--- src/rtl/module_disp_7_seg_scanner.sv ---
// Time-multiplexed N-digit hex-to-7-segment scanner with frame-synchronised
// double-buffered load, per-digit decimal points/enables and leading-zero blanking.
module module_disp_7_seg_scanner #(
  parameter int unsigned NUM_DIGITS = 8,
  parameter int unsigned CLK_DIV    = 10000
) (
  input  logic                    clk,
  input  logic                    rst,
  input  logic [4*NUM_DIGITS-1:0] i_data,
  input  logic [NUM_DIGITS-1:0]   i_dp,
  input  logic [NUM_DIGITS-1:0]   i_digit_en,
  input  logic                    i_blank_lz,
  input  logic                    i_load,
  output logic                    o_pending,
  output logic                    o_frame_tick,
  output logic [NUM_DIGITS-1:0]   an,
  output logic [7:0]              seg
);

  localparam int unsigned DivW = (CLK_DIV > 1) ? $clog2(CLK_DIV) : 1;
  localparam int unsigned IdxW = (NUM_DIGITS > 1) ? $clog2(NUM_DIGITS) : 1;
  localparam logic [DivW-1:0] DivLast = DivW'(CLK_DIV - 1);
  localparam logic [IdxW-1:0] IdxLast = IdxW'(NUM_DIGITS - 1);

  // Active-low segment pattern {g,f,e,d,c,b,a} for one hex nibble.
  function automatic logic [6:0] decode_hex(input logic [3:0] nib);
    logic [6:0] pat;
    unique case (nib)
      4'h0: pat = 7'h40;
      4'h1: pat = 7'h79;
      4'h2: pat = 7'h24;
      4'h3: pat = 7'h30;
      4'h4: pat = 7'h19;
      4'h5: pat = 7'h12;
      4'h6: pat = 7'h02;
      4'h7: pat = 7'h78;
      4'h8: pat = 7'h00;
      4'h9: pat = 7'h10;
      4'hA: pat = 7'h08;
      4'hB: pat = 7'h03;
      4'hC: pat = 7'h46;
      4'hD: pat = 7'h21;
      4'hE: pat = 7'h06;
      default: pat = 7'h0E;
    endcase
    return pat;
  endfunction

  logic [DivW-1:0]         div_q, div_d;
  logic [IdxW-1:0]         idx_q, idx_d;
  logic [4*NUM_DIGITS-1:0] pend_data_q, pend_data_d;
  logic [NUM_DIGITS-1:0]   pend_dp_q, pend_dp_d;
  logic [4*NUM_DIGITS-1:0] disp_data_q, disp_data_d;
  logic [NUM_DIGITS-1:0]   disp_dp_q, disp_dp_d;
  logic                    pending_q, pending_d;
  logic                    tick_q, tick_d;
  logic [NUM_DIGITS-1:0]   an_q, an_d;
  logic [7:0]              seg_q, seg_d;

  logic                    slot_end;
  logic                    frame_end;
  logic [NUM_DIGITS-1:0]   blank;
  logic                    zero_run;
  logic [3:0]              cur_nib;
  logic                    cur_dp;
  logic                    cur_vis;

  assign slot_end  = (div_q == DivLast);
  assign frame_end = slot_end && (idx_q == IdxLast);

  // Scan counters.
  always_comb begin
    div_d = slot_end ? '0 : div_q + 1'b1;
    idx_d = idx_q;
    if (slot_end) begin
      idx_d = (idx_q == IdxLast) ? '0 : idx_q + 1'b1;
    end
    tick_d = frame_end;
  end

  // Double buffer: loads land in the pending regs and move to the display regs
  // only at a frame boundary; a load on the boundary itself bypasses straight in.
  always_comb begin
    pend_data_d = pend_data_q;
    pend_dp_d   = pend_dp_q;
    disp_data_d = disp_data_q;
    disp_dp_d   = disp_dp_q;
    pending_d   = pending_q;
    if (i_load && !frame_end) begin
      pend_data_d = i_data;
      pend_dp_d   = i_dp;
      pending_d   = 1'b1;
    end
    if (frame_end) begin
      if (i_load) begin
        disp_data_d = i_data;
        disp_dp_d   = i_dp;
      end else if (pending_q) begin
        disp_data_d = pend_data_q;
        disp_dp_d   = pend_dp_q;
      end
      pending_d = 1'b0;
    end
  end

  // A digit is blanked when it and every digit above it is a zero with no dp.
  always_comb begin
    zero_run = i_blank_lz;
    blank    = '0;
    for (int k = NUM_DIGITS - 1; k >= 0; k--) begin
      zero_run = zero_run && (disp_data_q[4*k +: 4] == 4'h0) && !disp_dp_q[k];
      blank[k] = (k != 0) && zero_run;
    end
  end

  // Output stage, registered from the current scan index.
  always_comb begin
    cur_nib = 4'h0;
    cur_dp  = 1'b0;
    cur_vis = 1'b0;
    an_d    = '1;
    for (int k = 0; k < NUM_DIGITS; k++) begin
      if (idx_q == IdxW'(k)) begin
        cur_nib = disp_data_q[4*k +: 4];
        cur_dp  = disp_dp_q[k];
        cur_vis = i_digit_en[k] && !blank[k];
        an_d[k] = !(i_digit_en[k] && !blank[k]);
      end
    end
    seg_d = cur_vis ? {~cur_dp, decode_hex(cur_nib)} : 8'hFF;
  end

  always_ff @(posedge clk or negedge rst) begin
    if (!rst) begin
      div_q       <= '0;
      idx_q       <= '0;
      pend_data_q <= '0;
      pend_dp_q   <= '0;
      disp_data_q <= '0;
      disp_dp_q   <= '0;
      pending_q   <= 1'b0;
      tick_q      <= 1'b0;
      an_q        <= '1;
      seg_q       <= 8'hFF;
    end else begin
      div_q       <= div_d;
      idx_q       <= idx_d;
      pend_data_q <= pend_data_d;
      pend_dp_q   <= pend_dp_d;
      disp_data_q <= disp_data_d;
      disp_dp_q   <= disp_dp_d;
      pending_q   <= pending_d;
      tick_q      <= tick_d;
      an_q        <= an_d;
      seg_q       <= seg_d;
    end
  end

  assign o_pending    = pending_q;
  assign o_frame_tick = tick_q;
  assign an           = an_q;
  assign seg          = seg_q;

endmodule

--- config.mk ---
export PLATFORM = sky130hd
export DESIGN_NAME = module_disp_7_seg_scanner
export DESIGN_NICKNAME = d
export VERILOG_FILES = /design/src/rtl/module_disp_7_seg_scanner.sv
export SDC_FILE = /design/constraint.sdc
export NUM_CORES = 1
export LEC_CHECK = 0
export BUFFER_PORTS_ARGS = -buffer_cell sky130_fd_sc_hd__buf_2
export CORE_MARGIN = 2
export CORE_UTILIZATION = 52
export CTS_CLUSTER_SIZE = 24
export DETAILED_ROUTE_END_ITERATION = 16
export GPL_TIMING_DRIVEN = 1
export PLACE_DENSITY = 0.77
export SYNTH_ARGS = -nofsm -noshare
export SYNTH_HDL_FRONTEND = slang
export SYNTH_SLANG_ARGS = --single-unit
--- constraint.sdc ---
create_clock -name clk -period 2.7 [get_ports clk]
set_input_delay 0.675 -clock clk [delete_from_list [all_inputs] [get_ports clk]]
set_output_delay 0.675 -clock clk [all_outputs]
set_load 0.03 [all_outputs]
* Word level (Yosys, flattened, before mapping)
Memory sizes are Yosys's and may differ from the RTL's. Cells that the tools add are included.
Operators by class: bitwise operators 1, add/sub/neg operators 2, equality and inequality tests 8, multiplexer cells 41, reductions and logical operators 57
Operators by type and width (number):
- 32-bit 2-to-1 mux | 2
- 4-bit 2-to-1 mux | 8
- 4-bit zero test | 7
- 1-bit 2-to-1 mux | 26
- 8-bit 2-to-1 mux | 3
- 1-bit logical AND | 23
- 1-bit zero test | 23
- 14-bit by 1-bit adder with 14-bit output (second input constant) | 1
- 14-bit equality test (second input constant) | 1
- 14-bit 2-to-1 mux | 1
- 3-bit equality test (second input constant) | 4
- 3-bit by 2-bit equality test with 1-bit output (second input constant) | 2
- 2-bit nonzero test | 2
- 3-bit by 1-bit adder with 3-bit output (second input constant) | 1
- 3-bit by 1-bit equality test with 1-bit output (second input constant) | 1
- 3-bit zero test | 1
- 3-bit 2-to-1 mux | 1
- 2-bit AND reduction | 1
- 1-bit NOT | 1
Storage, ports and cells: logic and storage cells 120, memory bits (read-only) 112, bits in registers 115, memories kept 1, input port bits 52, output and inout port bits 18
Memory list:
- (name not given) | words 16, width 7, read ports 1, clocked after Yosys merged registers in 0, write ports 0, RTL line 28 | unique case (nib)

* Depth between registers and ports, before layout
word-level depth 25, depth in mapped cells 13

* Worst setup path before layout
Ideal clock, no wire load.
kind register to register, from reg idx_q[2], to reg seg_q[3], in the netlist seg[3], arrival 2.874 ns, setup time 0.079 ns, slack -0.253 ns, stages on the path, launching flop included 12, buffers on the path 1, required time 2.621 ns, path through dfrtp_1 > clkbuf_1 > inv_1 > ha_1 > or2_2 > o311ai_0 > a21oi_1 > o31ai_1 > inv_1 > ha_1 > o211a_1 > o21ai_0
On the way: word-level cells in the longest chain between the ends 11, elaborated cells on any way between the ends 26
Ends and longest elaborated chain:
- start, declared | RTL line 50 | logic [IdxW-1:0] idx_q, idx_d;
- start signal, assigned | RTL line 147 | idx_q <= idx_d;
- 3-bit zero test | RTL line 123 | if (idx_q == IdxW'(k)) begin
- 4-bit 2-to-1 mux (8 in a row) | RTL line 123
- memory 16 x 7 bit
- 8-bit 2-to-1 mux (*) | RTL line 130 | seg_d = cur_vis ? {~cur_dp, decode_hex(cur_nib)} : 8'hFF;
- net seg_d[3] | RTL line 58 | logic [7:0] seg_q, seg_d;
- end signal, assigned | RTL line 155 | seg_q <= seg_d;
- end, declared | RTL line 58
The timed path passes the listed nets; every way through them passes the cells marked *. A chain may end at the register's enable or synchronous reset.

* Worst setup path after layout
from reg idx_q[1], to reg seg_q[3], in the netlist seg[3]
The elaborated chain is that of the path after synthesis.

==> impl_metrics.toml <==
[status]
status = "completed"

[drt]
routed_via_density = 5.61
vias = 4231
drt-pass1-iter-count = 6
drtAntennaViolNets = 0
drt-initial-drc-count = 282
wl_mm = 12.6
wl_per_cell_um = 16.8
drc_errors = 0

[floorplanning]
chipHeight_um = 108
die_area_mm2 = 0.0117
die_w_um = 108
core-area_mm2 = 0.0107
io_pins = 70
rows = 38
start_util_pct = 52.7

[power]
p_leak_nw = 3.13
p_comb_share_pct = 6.3
p_clk_share_pct = 51.5
swShare_pct = 22.0
power_density_mw_per_mm2 = 626
internal_power_w = 0.00338
ir_worst_vdd_mv = 0.469
finalPower_w = 0.00433
seqPwrFrac_pct = 42.2
p_switching_w = 0.000950

[timing]
min_period_ps = 2630
slew_viol_final = 0
tightest_slew_ps = 584
finClkSkew_ps = 6.70
fin_crit_sh_pct = 97.3
rsz0062_at_grt = "yes"
timing.slew.headroom_pct = 61.0
max_freq_mhz = 381
final-hold-violation-count = 0
fin_setup_tns_ps = 0
setup_viol_count_final = 0

[cts]
cts_made_buffers = 17
clock_latency_ps = 530
cts-root-buf = "clkbuf_8"
cts_sinks = 115
hold_buffers = 0
htreeDepth = 4
tritoncts = "built"
cts_buffer_depth = 2
cts.clk_slew.worst_paths_ps = 60

[worst_setup_path]
crit_required_ps = 3140
critPathKind = "reg -> reg"
critPathMaxStageDelay_ps = 400
path_cells = "ha_2, ha_1, or2_2, buf_4, a221oi_1, o22ai_1, a21oi_2, inv_1, buf_4, ha_1, a211oi_1, o21ai_1"
crit_start = "idx_q[1]"
reg2reg_depth = 12
cp-end-kind = "register"
cp_max_fo = 3
crit_arrival_ps = 3070
r2r-start = "idx_q[1]"
cp_slowest_cell = "dfrtp_1"
start_kind = "register"

[place]
routabilityCongestion = 0.908
place_area_mm2 = 0.00624
dp_hpwl_mm = 8.90
portBuffers = 69
dp.cells = 719

[logic_synthesis]
synth_seq_area_share_pct = 51.4
yosys_warnings = 0
syn-mean-instance-area_um2 = 10.9
synth-async-reset-ratio_pct = 100
syn_inst = 516
synth_area_leaders = "dfrtp_1 44%, mux2_2 7.6%, dfstp_2 7.5%, mux2i_1 7.5%, o21ai_0 4.4%"
dominantRegCellSynth = "dfrtp_1"
synth_edf_count = 0
synth_nets = 581
ys_types = 62
syn_area_mm2 = 0.00564
ys_seq_elements = 115
netlist.area_leader.share_pct = 44.0
synth_top_area_cell = "dfrtp_1"

[cells_and_area]
diodes = 0
stdcell_area_mm2 = 0.00691
synthToLayoutAreaGrowth_pct = 22.6
fin_nets = 666
post-route-util_pct = 64.6
drive_gt1_share_pct = 34.0
final_cells = 754

[global_routing]
grt_pass1_wl_mm = 21.0
grt_max_degree = 59
grt-ovfl-total = 0
grt_pass1_vias = 4343
grt_use_total_pct = 23.7
antenna_found_initial = 0

[min_path]
hp-class = "in -> async"

[run]
maxCapViolCount = 0
==> final timing paths <==
path | slack [ps] | to
max in group asynchronous | 1850 | an[7]
min reg2reg | 490 | disp_data_q[2]
min | 140 | disp_data_q[7]
max | 70 | seg[3]
max reg2reg | 70 | seg[3]
min in group clk | 320 | an[0]
==> placed cells by master (no fill, tap or decap), types with 4 or more instances in the layout <==
| cell type | netlist | routed |
|---|---|---|
| ha_1 | 13 | 9 |
| nand4_1 | 4 | 4 |
| mux2i_1 | 42 | 42 |
| xnor2_1 | 6 | 6 |
| a21oi_1 | 16 | 15 |
| buf_4 | 1 | 24 |
| o21ai_0 | 49 | 48 |
| nand2_1 | 65 | 65 |
| dfstp_2 | 16 | 16 |
| nor2b_1 | 6 | 5 |
| nand3b_1 | 4 | 4 |
| xor2_1 | 5 | 5 |
| nor2_1 | 22 | 21 |
| mux2_2 | 38 | 38 |
| clkinvlp_4 | 0 | 5 |
| nand2b_1 | 7 | 7 |
| dfrtp_1 | 99 | 99 |
| buf_2 | 0 | 68 |
| clkbuf_16 | 0 | 16 |
| nand3_1 | 15 | 15 |
| inv_1 | 13 | 11 |
==> synth_stat cells (3+ instances only) <==
cell type and n:
a221oi_1 4, buf_1 3, or4_1 3, nand4_1 4
dfrtp_1 99, inv_1 13, nand3_1 15, mux2_2 38
mux2i_1 42, buf_6 4, o31ai_1 4, o21ai_0 49
a31oi_1 3, a21oi_1 16, o211ai_1 3, nand2b_1 7
xnor2_1 6, xor2_1 5, nor2b_1 6, ha_1 13
dfstp_2 16, clkbuf_1 22, nor2_1 22, o221ai_1 3
nand3b_1 4, nand2_1 65, or2_2 3
==> routing by layer <==
metal / vias up / routed length, um / GRT usage, %
li1: 2014 / - / -
met1: 2052 / 5500 / 30.4
met2: 143 / 6090 / 38.1
met3: 22 / 781 / 6.57
met4: 0 / 262 / 9.52
met5: - / 0 / 0
==> repair_timing <==
item | CTS | global route
gates resized for setup | 1 | 12
endpoints found under the setup margin | 2 | 6
buffers inserted | 2 | 1
pin swaps | 2 | 3
==> cells by family (layout without fill, tap and decap cells) <==
kind of cell	count (synthesis)	count (layout)	synth area share, %
AOI/OAI and AO/OA	99	99	11.0
xor gates and xnor gates	11	11	1.71
adders and majority gates	13	13	2.89
buffers and inverters	43	141	3.46
DFF	115	115	51.4
muxes	82	82	15.4
and+or+nand+nor	153	153	14.1
==> registers in the layout (all words and copies together) (netlist names) <==
register      flops
seg               8
pend_data_q      32
o_pending         1
disp_data_q      32
div_q            14
an                8
pend_dp_q         8
idx_q             3
disp_dp_q         8
o_frame_tick      1
==> worst max-delay path: cells and delay by family (launching register included) <==
kind	cells	cell delay, ps
buffers and inverters	3	380
adder cells (fa/ha/maj)	3	580
AND/OR/NAND/NOR	1	300
AO/OA/AOI/OAI	5	870
flip-flops	1	400
==> area by class of cell <==
type	count	area, um^2
timing repair buffer	96	592
sequential	115	2900
clock inverter	13	159
inverter	13	48.8
clock buffer	19	442
fill	821	3780
multi-input combinational	358	2600
tap	140	175
==> through the flow <==
stage                     setup slack (ps)  hold WS [ps]
after floorplan                       9.09           379
after detailed placement             -59.0           485
after CTS                             28.1           145
after global routing                 -14.9           166
final                                 73.7           142
after global placement                36.4           467
==> power by group through the flow <==
stage	sequential, W	combinational (W)	clock (W)
global route	0.00183	0.000302	0.00235
CTS	0.00182	0.000278	0.00226
finish	0.00183	0.000273	0.00223
floorplan	0.00186	0.000147	0
global placement	0.00185	0.000268	0
detailed placement	0.00185	0.000274	0
Power figures use the tool's default switching activity.
